[src/rtl/mips_pkg.sv]
// Shared register-file constants and the write-port arbiter state type.
package mips_pkg;

  localparam int unsigned REG_W    = 5;
  localparam int unsigned DATA_W   = 32;
  localparam int unsigned NUM_REGS = 32;

  localparam logic [REG_W-1:0] R0 = '0;

  typedef enum logic {
    WB_PRI = 1'b0,
    LU_PRI = 1'b1
  } rf_arb_state_t;

endpackage

[src/rtl/rf_scoreboard.sv]
// Pending-result scoreboard: one bit per register with a long-latency write outstanding.
module rf_scoreboard
  import mips_pkg::*;
(
  input  logic             clk,
  input  logic             reset,
  input  logic             set_en,
  input  logic [REG_W-1:0] set_reg,
  input  logic             clr_en,
  input  logic [REG_W-1:0] clr_reg,
  input  logic [REG_W-1:0] iss_reg,
  output logic             iss_pending,
  input  logic [REG_W-1:0] rs,
  output logic             rs_pending,
  input  logic [REG_W-1:0] rt,
  output logic             rt_pending
);

  logic [NUM_REGS-1:0] pending;
  logic [NUM_REGS-1:0] pending_next;
  logic [NUM_REGS-1:0] set_mask;
  logic [NUM_REGS-1:0] clr_mask;

  // Set is applied after clear so a new issue overrides a same-cycle completion.
  always_comb begin
    set_mask = '0;
    clr_mask = '0;
    if (set_en && set_reg != R0) set_mask[set_reg] = 1'b1;
    if (clr_en && clr_reg != R0) clr_mask[clr_reg] = 1'b1;
    pending_next = (pending & ~clr_mask) | set_mask;
  end

  always_ff @(posedge clk or posedge reset) begin
    if (reset) pending <= '0;
    else       pending <= pending_next;
  end

  assign iss_pending = pending[iss_reg];
  assign rs_pending  = pending[rs];
  assign rt_pending  = pending[rt];

endmodule

[src/rtl/rf_write_sched.sv]
// Register-file write-port arbiter (WB vs long unit) with starvation guard and hazard scoreboard.
// Optional same-cycle bypass of long-unit results enabled by defining RF_SCHED_BYPASS_EN.
module rf_write_sched
  import mips_pkg::*;
#(
  parameter int unsigned STARVE_LIMIT = 4
) (
  input  logic              clk,
  input  logic              reset,
  input  logic              wb_valid,
  input  logic [REG_W-1:0]  wb_reg,
  input  logic [DATA_W-1:0] wb_data,
  output logic              wb_ready,
  input  logic              lu_valid,
  input  logic [REG_W-1:0]  lu_reg,
  input  logic [DATA_W-1:0] lu_data,
  output logic              lu_ready,
  input  logic              iss_valid,
  input  logic [REG_W-1:0]  iss_reg,
  output logic              iss_ready,
  input  logic [REG_W-1:0]  rs,
  input  logic [REG_W-1:0]  rt,
  output logic              hazard,
  output logic              rf_we,
  output logic [REG_W-1:0]  rf_wreg,
  output logic [DATA_W-1:0] rf_wdata
`ifdef RF_SCHED_BYPASS_EN
  ,
  output logic              byp_rs,
  output logic              byp_rt,
  output logic [DATA_W-1:0] byp_data
`endif
);

  localparam int unsigned CNT_W = $clog2(STARVE_LIMIT + 1);
  localparam logic [CNT_W-1:0] CNT_MAX = CNT_W'(STARVE_LIMIT);

  rf_arb_state_t     state, state_next;
  logic [CNT_W-1:0]  starve_cnt, cnt_next;
  logic              wr_en_c;
  logic [REG_W-1:0]  wr_reg_c;
  logic [DATA_W-1:0] wr_data_c;
  logic              iss_pending, rs_pending, rt_pending;

  // Grant selection, starvation counting and priority switching.
  always_comb begin
    state_next = state;
    cnt_next   = '0;
    wb_ready   = 1'b0;
    lu_ready   = 1'b0;
    case (state)
      WB_PRI: begin
        wb_ready = wb_valid;
        lu_ready = lu_valid && !wb_valid;
      end
      LU_PRI: begin
        lu_ready = lu_valid;
        wb_ready = wb_valid && !lu_valid;
      end
      default: ;
    endcase
    if (lu_valid && !lu_ready) begin
      cnt_next = (starve_cnt == CNT_MAX) ? starve_cnt : starve_cnt + CNT_W'(1);
      if (cnt_next == CNT_MAX) state_next = LU_PRI;
    end
    if (state == LU_PRI && lu_ready) state_next = WB_PRI;
  end

  always_ff @(posedge clk or posedge reset) begin
    if (reset) begin
      state      <= WB_PRI;
      starve_cnt <= '0;
    end else begin
      state      <= state_next;
      starve_cnt <= cnt_next;
    end
  end

  always_comb begin
    wr_reg_c  = wb_ready ? wb_reg  : lu_reg;
    wr_data_c = wb_ready ? wb_data : lu_data;
    wr_en_c   = (wb_ready || lu_ready) && wr_reg_c != R0;
  end

  // Write-port register; r0 writes are accepted but never reach the file.
  always_ff @(posedge clk or posedge reset) begin
    if (reset) begin
      rf_we    <= 1'b0;
      rf_wreg  <= '0;
      rf_wdata <= '0;
    end else begin
      rf_we <= wr_en_c;
      if (wr_en_c) begin
        rf_wreg  <= wr_reg_c;
        rf_wdata <= wr_data_c;
      end
    end
  end

  rf_scoreboard u_scoreboard (
    .clk         (clk),
    .reset       (reset),
    .set_en      (iss_valid && iss_ready),
    .set_reg     (iss_reg),
    .clr_en      (lu_ready),
    .clr_reg     (lu_reg),
    .iss_reg     (iss_reg),
    .iss_pending (iss_pending),
    .rs          (rs),
    .rs_pending  (rs_pending),
    .rt          (rt),
    .rt_pending  (rt_pending)
  );

  assign iss_ready = !iss_pending;

`ifdef RF_SCHED_BYPASS_EN
  assign byp_rs   = lu_ready && lu_reg != R0 && lu_reg == rs;
  assign byp_rt   = lu_ready && lu_reg != R0 && lu_reg == rt;
  assign byp_data = (byp_rs || byp_rt) ? lu_data : '0;
  assign hazard   = (rs != R0 && rs_pending && !byp_rs) ||
                    (rt != R0 && rt_pending && !byp_rt);
`else
  assign hazard   = (rs != R0 && rs_pending) || (rt != R0 && rt_pending);
`endif

endmodule

[config.mk]
export PLATFORM = sky130hd
export DESIGN_NAME = rf_write_sched
export DESIGN_NICKNAME = d
export VERILOG_FILES = /design/src/rtl/mips_pkg.sv /design/src/rtl/rf_scoreboard.sv /design/src/rtl/rf_write_sched.sv
export SDC_FILE = /design/constraint.sdc
export NUM_CORES = 1
export LEC_CHECK = 0
export ABC_AREA = 1
export ABC_CLOCK_PERIOD_IN_PS = 4500
export BUFFER_PORTS_ARGS = -buffer_cell sky130_fd_sc_hd__buf_2
export CAP_MARGIN = 20
export CORE_ASPECT_RATIO = 1.2
export CORE_MARGIN = 2
export CORE_UTILIZATION = 40
export CTS_CLUSTER_SIZE = 24
export DETAILED_ROUTE_END_ITERATION = 8
export HOLD_SLACK_MARGIN = 0.08
export PLACE_DENSITY = 0.72
export SLEW_MARGIN = 10
export SYNTH_ARGS = -nofsm -noshare
export SYNTH_HDL_FRONTEND = slang
export SYNTH_SLANG_ARGS = --single-unit
[constraint.sdc]
create_clock -name clk -period 4.5 [get_ports clk]
set_input_delay 0.45 -clock clk [delete_from_list [all_inputs] [get_ports clk]]
set_output_delay 0.45 -clock clk [all_outputs]
set_load 0.005 [all_outputs]
Word level (Yosys, flattened, before mapping)
Cells that the tools add are included.

word-level totals
  register bits = 74
  input port bits = 94
  output and inout port bits = 42
  word-level logic and storage cells = 66

cells by class
  $add $sub $neg = 1
  magnitude comparators = 6
  eq/ne operators = 2
  multiplexer cells = 21
  bitwise logic cells = 4
  reductions and logical operators = 26

operators by type and width
  operator                                              number
  2-to-1 mux 32 bit                                     3
  AND 32 bit                                            1
  NOT 32 bit                                            1
  bitwise OR 32 bit                                     1
  nonzero test 5 bit                                    5
  < comparator 5 x 6 -> 1 bit (second input constant)   4
  binary-select mux 1 bit (select 5 bit)                3
  logical AND 1 bit                                     12
  demux 1 bit (select 5 bit)                            2
  >= comparator 5 x 1 -> 1 bit (second input constant)  2
  2-to-1 mux 1 bit                                      8
  equality test 3 bit (second input constant)           2
  2-to-1 mux 3 bit                                      2
  2-to-1 mux 5 bit                                      1
  zero test 1 bit                                       4
  case mux 1 bit (2 select lines)                       2
  nonzero test 2 bit                                    2
  adder 3 x 1 -> 3 bit (second input constant)          1
  logical OR 1 bit                                      2
  AND reduction 2 bit                                   1
  NOT 1 bit                                             1

Longest topological paths before layout
Gate-level depths: netlist (run 1).

  depth in word-level cells = 8
  depth in mapped cells = 14
  mapped depth without buffers = 12

Modules after synthesis
Synthesis (run 1) repeated with hierarchy kept, for this count alone.

second synthesis, totals
  cell total of the unflattened synthesis = 700
  area, all modules = 4,677.0 um2

modules (own cells, without submodules)
  module          instances  cells each  area each (um2)  seq. area each (um2)
  rf_scoreboard   1          368         2,373.5          800.8
  rf_write_sched  1          332         2,303.5          1,051.0

Worst setup path before layout (run 1)
OpenSTA, ideal clock, no wires.

  path type = in2out
  from = input port rs[0]
  to = output port hazard
  data arrival time = 1,479 ps
  required time = 4,050 ps
  setup slack = 2,571 ps
  cell stages on the path = 9
  path buffers = 2
  cell sequence = clkbuf_1 inv_1 clkbuf_1 o21ai_0 o21ai_0 nand2_1 nand3_1 nand3_1 nand3_1

between the ends
  word-level cells in the longest chain between the ends = 4
  elaborated cells on any way between the ends = 5
  classes of those cells = mux: 2; reduce/logical: 3

ends and longest elaborated chain
  element                                 line                   source
  start, declared                         rf_write_sched.sv:21   input logic [REG_W-1:0] rs,
  binary-select mux 1 bit (select 5 bit)  rf_scoreboard.sv:39    assign rs_pending = pending[rs];
  2-to-1 mux 1 bit (implied by the code)  rf_scoreboard.sv:39
  logical AND 1 bit *                     rf_write_sched.sv:124  assign hazard = (rs != R0 && rs_pending) || (rt != R0 && rt_pending);
  logical OR 1 bit *                      rf_write_sched.sv:124
  end, declared                           rf_write_sched.sv:23   output logic hazard,

Every way passes the cells marked *; elsewhere a longest branch is shown, timed or not. The select of a mux whose other input is x is not followed.

Worst setup path after layout (run 1)
  from = register state
  to = register rf_wdata[1]

between the ends
  word-level cells in the longest chain between the ends = 5
  elaborated cells on any way between the ends = 8
  classes of those cells = mux: 4; bitwise: 1; reduce/logical: 3

ends and longest elaborated chain
  element                          line                  source
  start, declared                  rf_write_sched.sv:38  rf_arb_state_t state, state_next;
  start signal, assigned           rf_write_sched.sv:74  state <= state_next;
  NOT 1 bit                        rf_write_sched.sv:51  case (state)
  case mux 1 bit (2 select lines)  rf_write_sched.sv:51
  2-to-1 mux 5 bit                 rf_write_sched.sv:80  wr_reg_c = wb_ready ? wb_reg : lu_reg;
  nonzero test 5 bit               rf_write_sched.sv:82  wr_en_c = (wb_ready || lu_ready) && wr_reg_c != R0;
  logical AND 1 bit                rf_write_sched.sv:82
  end signal, assigned             rf_write_sched.sv:95  rf_wdata <= wr_data_c;
  end, declared                    rf_write_sched.sv:26  output logic [DATA_W-1:0] rf_wdata

Several ways; a longest one is shown, not always the timed one.
A chain may end at the register's enable or synchronous reset.

==> flow_results.org, run 1 <==
** Outcome
- Outcome :: finished clean

** Layout
- Proportion of layout cells with a drive suffix above 1 :: 18.5%
- Most common cell after layout, fill and taps aside :: sky130_fd_sc_hd__nand2_1
- Across the whole layout, storage elements account for 1850 um^2.
- In the layout the commonest cells are 367 x sky130_fd_sc_hd__nand2_1, 135 x sky130_fd_sc_hd__buf_2, 74 x sky130_fd_sc_hd__dfrtp_1.
- The repair_antennas step left the layout with diodes totalling 0.
- In the final layout, the multi-input gates occupy 2420 um^2.
- The layout has 1222 filler cells.
- Final layout net count :: 946
- Post-route cell area :: 5640 um^2
- Area added between synthesis and finish :: 21.5%

** Yosys
- Fraction of the mapped netlist area in compound gates :: 9.44%
- After synthesis, the cell types taking the most area are sky130_fd_sc_hd__dfrtp_1 40%, sky130_fd_sc_hd__nand2_1 30%, sky130_fd_sc_hd__nand3_1 7.7%, sky130_fd_sc_hd__o21ai_0 6.2%, sky130_fd_sc_hd__inv_1 3.6%.
- In this run, synthesis produced a sequential element count of 74.
- After Yosys synthesis, and, or, nand and nor cells account for 41.8% of the synthesized area.
- Share of the yosys chip area belonging to registers :: 39.9%
- Summing the areas of all xor and xnor instances in the mapped netlist gives 0.378% of the synthesized area.
- The synthesized netlist devotes 0.540% of its cell area to adder and majority cells.
- Syn nets :: 829
- In the synthesized netlist, the number of instances is 733.
- Dominant combinational cell family by area after synthesis :: simple AND/OR/NAND/NOR gates
- Multiplexer share of the synthesized area :: 0%
- Mean post-synth cell area :: 6.33 um^2
- The mapped netlist covers 4640 um^2.
- The Yosys step of the flow raised 0 warnings.
- Post-synth top area cell :: sky130_fd_sc_hd__dfrtp_1
- Counting distinct cell types in the post-synthesis netlist gives 25.
- Of the post-synthesis cell area, the dominant cell type holds 39.9%.

** Setup path
- In this run the critical register-to-register path is launched from state$_DFFE_PP0P_.
- Data arrival time of the worst path :: 2.74 ns
- Crit path required time :: 4.72 ns
- The worst setup path is of the reg2reg kind.
- Crit. End Element :: register
- The critical path starts at state$_DFFE_PP0P_.
- The worst setup path is launched from a register.
- Along the worst path, the maximum fanout reaches 40.

** Routing
- Remaining antenna violation count after routing :: 0
- Before antenna repair, the detailed router went through 5 iterations.
- After the first detailed-routing iteration, the DRC count stood at 342.
- Total wire length after detailed routing :: 13300 um
- Average wire per standard cell :: 13.2 um
- Detailed routing inserted a total of 4957 vias.
- DR vias/cell :: 4.90
- Count of unresolved DRC violations after routing :: 0

** CTS
- Clock slew at reported path FFs :: 0.06 ns
- TritonCTS built the clock tree.
- Root Buffer Master :: sky130_fd_sc_hd__clkbuf_16
- The H-tree was split into 3 levels.
- The clock passes through at most 2 buffers.
- The number of setup buffers added after CTS is 0.
- For the worst-skew pair, the clock arrives at the later sink with an insertion delay of 0.33 ns.
- The number of gates resized after CTS was 0.
- In this run, post-CTS hold repair placed 0 buffers.
- Number of buffers inserted during clock tree synthesis :: 9
- The clock drives 74 sinks.

** Timing
- Across the routed clock network, the largest skew measured is 0.00566 ns.
- At the pin with the least slew margin, the transition time is 0.882 ns.
- Final Hold Fails :: 0
- The final-report max-slew violation count is 0.
- The routed design could run at a clock period as short as 2.52 ns.
- Headroom to the max-slew limit came out at 41.0%.
- Based on the critical path, the design can be clocked at up to 397 MHz.
- Setup repair after global routing left no endpoint under its margin.
- Of the available clock period, the critical path in the final layout requires 56.0%.
- Total Neg Setup Slack :: 0 ns
- Final number of setup-violating endpoints :: 0

** Placement
- The congestion estimate from routability-driven global placement came to 0.898.
- Total cell area at the placement stage :: 5350 um^2
- Buffers placed on the I/O ports in this run total 135.
- Sum of net half-perimeters after detailed placement :: 10000 um

** GRT
- Via count of the first global-routing pass :: 4690
- Maximum number of pins on one net before global-route repair :: 44
- Number of antenna violations at the first check in global routing :: 0
- The first global-routing pass estimated 22500 um of wire.
- Global route overflow :: 0
- Global routing used 23.0% of the available tracks across all layers.

** Pwr
- Clock group share of total power :: 32.7%
- Switching power of the nets :: 0.645 mW
- Combinational power share :: 23.2%
- In this run the static leakage power is 3.15 nW.
- VDD sags by at most 211 uV.
- P_int :: 1.36 mW
- In this run, flip-flops and latches consume 44.1% of the power.
- The design draws 2.00 mW.
- Switching share of total power :: 32.2%
- Power spread over the standard cell area amounts to 356 nW/um^2.

** Floorplanning
- In this run the count of I/O pins placed on the die edge is 136.
- Overall die area :: 12500 um^2
- Die boundary height :: 122 um
- The initial utilization of the core area, before any placement, comes to 40.5%.
- Area of the placeable core :: 11500 um^2
- Measured along the x axis, the die boundary spans 102 um.
- Number of standard-cell rows in the floorplan :: 43

** Run
- The tool flagged a number of max-cap violations equal to 0.

** Worst hold path
- Kind of path behind the tightest hold check :: in2async
-- registers in the layout (all words and copies together), names as in the netlist --
name / count
rf_wdata: 32
u_scoreboard.pending: 32
rf_wreg: 5
starve_cnt: 3
rf_we: 1
state: 1
-- synthesized netlist by cell type, drive strengths merged --
cell    instances
nand2         367
dfrtp          74
nand3          71
o21ai          62
inv            48
nor2           41
a21oi          19
buf            19
clkbuf         14
nor3            8
ha              2
o211ai          2
a31oi           1
clkinv          1
nand3b          1
o21bai          1
xnor2           1
xor2            1
-- worst max-delay path: stages, from the launching register on --
cell	delay, ns
sky130_fd_sc_hd__dfrtp_1	0.39
sky130_fd_sc_hd__nand2_1	0.09
sky130_fd_sc_hd__nand2_1	0.08
sky130_fd_sc_hd__inv_2	0.44
sky130_fd_sc_hd__o21ai_0	0.21
sky130_fd_sc_hd__nor2_1	0.13
sky130_fd_sc_hd__nand2_1	0.08
sky130_fd_sc_hd__o21ai_2	0.06
sky130_fd_sc_hd__buf_4	0.37
sky130_fd_sc_hd__inv_2	0.34
sky130_fd_sc_hd__nand2_1	0.15
sky130_fd_sc_hd__nand2_1	0.06
-- power by group through the flow --
stage / registers (mW) / logic, mW / clock network (mW)
after CTS: 0.880 / 0.463 / 0.671
after floorplan: 0.857 / 0.307 / 0
after detailed placement: 0.888 / 0.463 / 0
after global routing: 0.900 / 0.548 / 0.704
after global placement: 0.889 / 0.452 / 0
final: 0.885 / 0.464 / 0.656
-- routing by layer --
metal	GRT usage [%]	share of wire, %
met1	30.7	44
met2	36.3	45
met3	4.88	7.6
met4	9.33	2.9
met5	0	0
-- kinds of logic after synthesis --
family | count (synthesis)
flip-flops | 74
XOR/XNOR | 2
adder cells (fa/ha/maj) | 2
buffers and inverters | 82
AND/OR/NAND/NOR | 488
AO/OA/AOI/OAI | 85
-- path summary, 6_finish.rpt --
| path | to | slack [ns] | depth (start not counted) |
|---|---|---|---|
| setup / recovery | rf_wdata[1]$_DFFE_PP0P_ | 1.98 | 11 |
| hold / removal | rf_wdata[8]$_DFFE_PP0P_ | 0.22 | 2 |
| setup reg to reg | rf_wdata[1]$_DFFE_PP0P_ | 1.98 | 11 |
| min in group clk | state$_DFFE_PP0P_ | 0.35 | 2 |
| max in group asynchronous | rf_wdata[28]$_DFFE_PP0P_ | 3.27 | 3 |
| hold reg to reg | u_scoreboard.pending[0]$_DFF_PP0_ | 0.38 | 0 |
-- metrics by stage --
stage | util, % | setup WS (ns) | instances | hold slack (ns)
after floorplan | - | 2.17 | 733 | 0.429
after global placement | 46.7 | 1.77 | 995 | 0.375
after detailed placement | 46.7 | 1.73 | 995 | 0.372
after CTS | 49.0 | 1.97 | 1010 | 0.243
after global routing | 49.2 | 1.65 | 1011 | 0.292
final | 49.2 | 1.98 | 1011 | 0.217
-- final cells by class --
| class | count | share of cell area (%) |
|---|---|---|
| multi-input combinational | 577 | 42.9 |
| clock inverter | 2 | 0.222 |
| inverter | 49 | 3.26 |
| clock buffer | 13 | 4.62 |
| timing repair buffer | 139 | 12.7 |
| sequential | 74 | 32.9 |
| tap | 157 | 3.49 |
Note: power is estimated with default switching activity, not from simulation.
==> run 2: changes to the inputs <==
ABC_CLOCK_PERIOD_IN_PS = 2400   (was 4500)
clock period = 2.4 ns   (was 4.5 ns; I/O delays follow)
==> run 2 against run 1 <==
  * Sequential cell count unchanged
  * Via count increased by 0.59%
  * Register-to-register slack worse by 1.5 ns
  * Critical path type unchanged
==> flow_results.org, run 2 (synthesis gave the netlist of run 1 again) <==
** Outcome
- Outcome :: finished clean

** Floorplanning
- Row generation in the floorplan step produced 43 rows.
- The core region is 11500 um^2.
- Die width :: 102 um
- Starting utilization of the core area :: 40.5%
- Die boundary height :: 122 um
- 136 I/O pins were placed.
- The floorplan step defined a die boundary enclosing 12500 um^2.

** Layout
- Final std cells w/o fill :: 1017
- Summing all flip-flop and latch instances after layout gives 1850 um^2.
- Registers with the most flip-flops :: rf_wdata x32, u_scoreboard.pending x32, rf_wreg x5
- Utilization after layout :: 49.9%
- Summing all multi-input logic gate instances after layout gives 2420 um^2.
- In the layout the commonest cells are 367 x sky130_fd_sc_hd__nand2_1, 135 x sky130_fd_sc_hd__buf_2, 74 x sky130_fd_sc_hd__dfrtp_1.
- Proportion of layout cells with a drive suffix above 1 :: 19.1%
- Most common cell after layout, fill and taps aside :: sky130_fd_sc_hd__nand2_1
- The repair_antennas step left the layout with diodes totalling 0.
- Final layout net count :: 951
- Number of inserted filler cells in the final layout :: 1199
- From synthesis to final layout, the design area changed by 23.3%.

** GRT
- Number of antenna violations at the first check in global routing :: 0
- Via count of the first global-routing pass :: 4707
- After global routing the overflow that remains totals 0.
- Entering global routing, the biggest net connects 75 pins.
- Global-route total usage across every layer :: 22.9%
- Wire length of the first global-routing pass :: 22500 um

** Setup path
- The worst setup path is captured at a register.
- The worst setup path is launched from a register.
- STA puts the critical path data required time at 2.67 ns.
- Kind of cell adding the most delay to the critical path :: simple AND/OR/NAND/NOR gates
- Flop-to-flop setup slack :: 0.51 ns
- Largest driver fanout on the critical path :: 36
- Data on the critical path arrives at its endpoint at 2.16 ns.
- CP Buf/Inv Count :: 2
- Most repeated library cell on the critical path :: sky130_fd_sc_hd__nand2_1
- The number of cells on the worst reg-to-reg path is 11.
- In this design, the stage delay of the slowest critical-path cell is 0.42 ns.
- Cell type of the slowest stage on the worst timing path :: sky130_fd_sc_hd__inv_2
- Counting buffers and inverters, the worst setup path is 11 cells deep.
- Worst setup path class :: reg2reg
- Ordered list of cells on the worst path :: nand2_1, nand2_1, inv_2, nand2_1, o21ai_1, nor2_1, nand2_1, o21ai_2, inv_2, nand2_1, nand2_1

** Routing
- DR vias/cell :: 4.90
- Number of iterations in the first detailed-routing pass :: 5
- The count of nets left with antenna violations once routing finished came out at 0.
- Average wire per standard cell :: 13.2 um
- Total wire length after detailed routing :: 13400 um
- After detailed routing, the number of remaining DRC violations is 0.
- After the first detailed-routing iteration, the DRC count stood at 335.
- Via count :: 4986

** CTS
- Clock latency reported for the late side of the worst-skew pair :: 0.34 ns
- Clock slew at reported path FFs :: 0.06 ns
- Root Buffer Master :: sky130_fd_sc_hd__clkbuf_16
- Number of instances resized during post-cts repair :: 0
- The number of hold buffers added after CTS was 1.
- In this run the deepest clock path goes through 2 buffers.
- CTS sink cnt :: 74
- Number of buffers inserted during clock tree synthesis :: 9
- CTS built an H-tree with a depth of 3.
- Buffers added to address setup during post-CTS repair amount to 0.
- TritonCTS clock tree :: done

** Worst hold path
- Hold path depth :: 2
- The tightest min-delay check is of the in2reg type.

** Timing
- Summed over all failing endpoints, the final setup total negative slack is 0 ns.
- Setup repair after global routing left no endpoint under its margin.
- The worst path uses 78.6% of the clock period.
- At the pin with the least slew margin, the transition time is 0.579 ns.
- Shortest period the worst path allows :: 1.89 ns
- Final number of setup-violating endpoints :: 0
- Max Freq :: 530 MHz
- Smallest hold slack :: 0.134 ns
- Final Hold Fails :: 0
- Headroom to the max-slew limit :: 61.3%
- Worst clock skew :: 0.00575 ns
- Max-slew violation total from the final report :: 0

** Placement
- At the end of routability-driven placement, the weighted congestion stood at 0.887.
- In this run the tool buffered the top-level ports with 135 buffer cells.
- # placed instances :: 1000
- Sum of net half-perimeters after detailed placement :: 9850 um

** Run
- Number of maximum-capacitance violations :: 0

** Pwr
- Power spread over the standard cell area amounts to 680 nW/um^2.
- Worst ir drop on vdd :: 412 uV
- Leakage power summed over all cells :: 3.20 nW
## run 2: metrics by stage
stage	area [um^2]	total power, mW	setup WS [ns]
after global placement	5410	2.54	0.496
after CTS	5720	3.91	0.470
after global routing	5720	4.13	0.209
after floorplan	4640	2.18	0.278
final	5720	3.89	0.513
after detailed placement	5410	2.55	0.481
## run 2: cell type report
cell class | count | share of cell area (%)
clock buffers | 11 | 4.25
clock inverters | 5 | 0.941
inverters | 49 | 3.22
multi-input cells | 577 | 42.3
flip-flops and latches | 74 | 32.4
well taps | 157 | 3.44
repair buffers | 144 | 13.5
## run 2: worst paths after layout
| kind | startpoint | endpoint |
|---|---|---|
| max in group asynchronous | reset | rf_wdata[30]$_DFFE_PP0P_ |
| min in group asynchronous | reset | u_scoreboard.pending[2]$_DFF_PP0_ |
| setup reg to reg | state$_DFFE_PP0P_ | rf_wdata[4]$_DFFE_PP0P_ |
| hold reg to reg | u_scoreboard.pending[0]$_DFF_PP0_ | u_scoreboard.pending[0]$_DFF_PP0_ |
| setup / recovery | state$_DFFE_PP0P_ | rf_wdata[4]$_DFFE_PP0P_ |
| hold / removal | lu_valid | state$_DFFE_PP0P_ |
## run 2: worst reg2reg max path, stage by stage (launching register included)
cell,delay (ns)
sky130_fd_sc_hd__dfrtp_1,0.39
sky130_fd_sc_hd__nand2_1,0.09
sky130_fd_sc_hd__nand2_1,0.14
sky130_fd_sc_hd__inv_2,0.15
sky130_fd_sc_hd__nand2_1,0.06
sky130_fd_sc_hd__o21ai_1,0.12
sky130_fd_sc_hd__nor2_1,0.06
sky130_fd_sc_hd__nand2_1,0.09
sky130_fd_sc_hd__o21ai_2,0.07
sky130_fd_sc_hd__inv_2,0.42
sky130_fd_sc_hd__nand2_1,0.16
sky130_fd_sc_hd__nand2_1,0.09
## run 2: report_power, final
part | switching, mW | internal (mW)
registers | 0.206 | 1.46
logic | 0.526 | 0.354
clock network | 0.515 | 0.829
## run 2: per-layer routing
| metal | vias to the layer above | routed length, um | global-route usage [%] |
|---|---|---|---|
| met5 | - | 0 | 0 |
| met4 | 0 | 297 | 8.42 |
| met3 | 23 | 1110 | 5.51 |
| met2 | 214 | 6160 | 36.2 |
| met1 | 2203 | 5850 | 30.6 |
| li1 | 2546 | - | - |
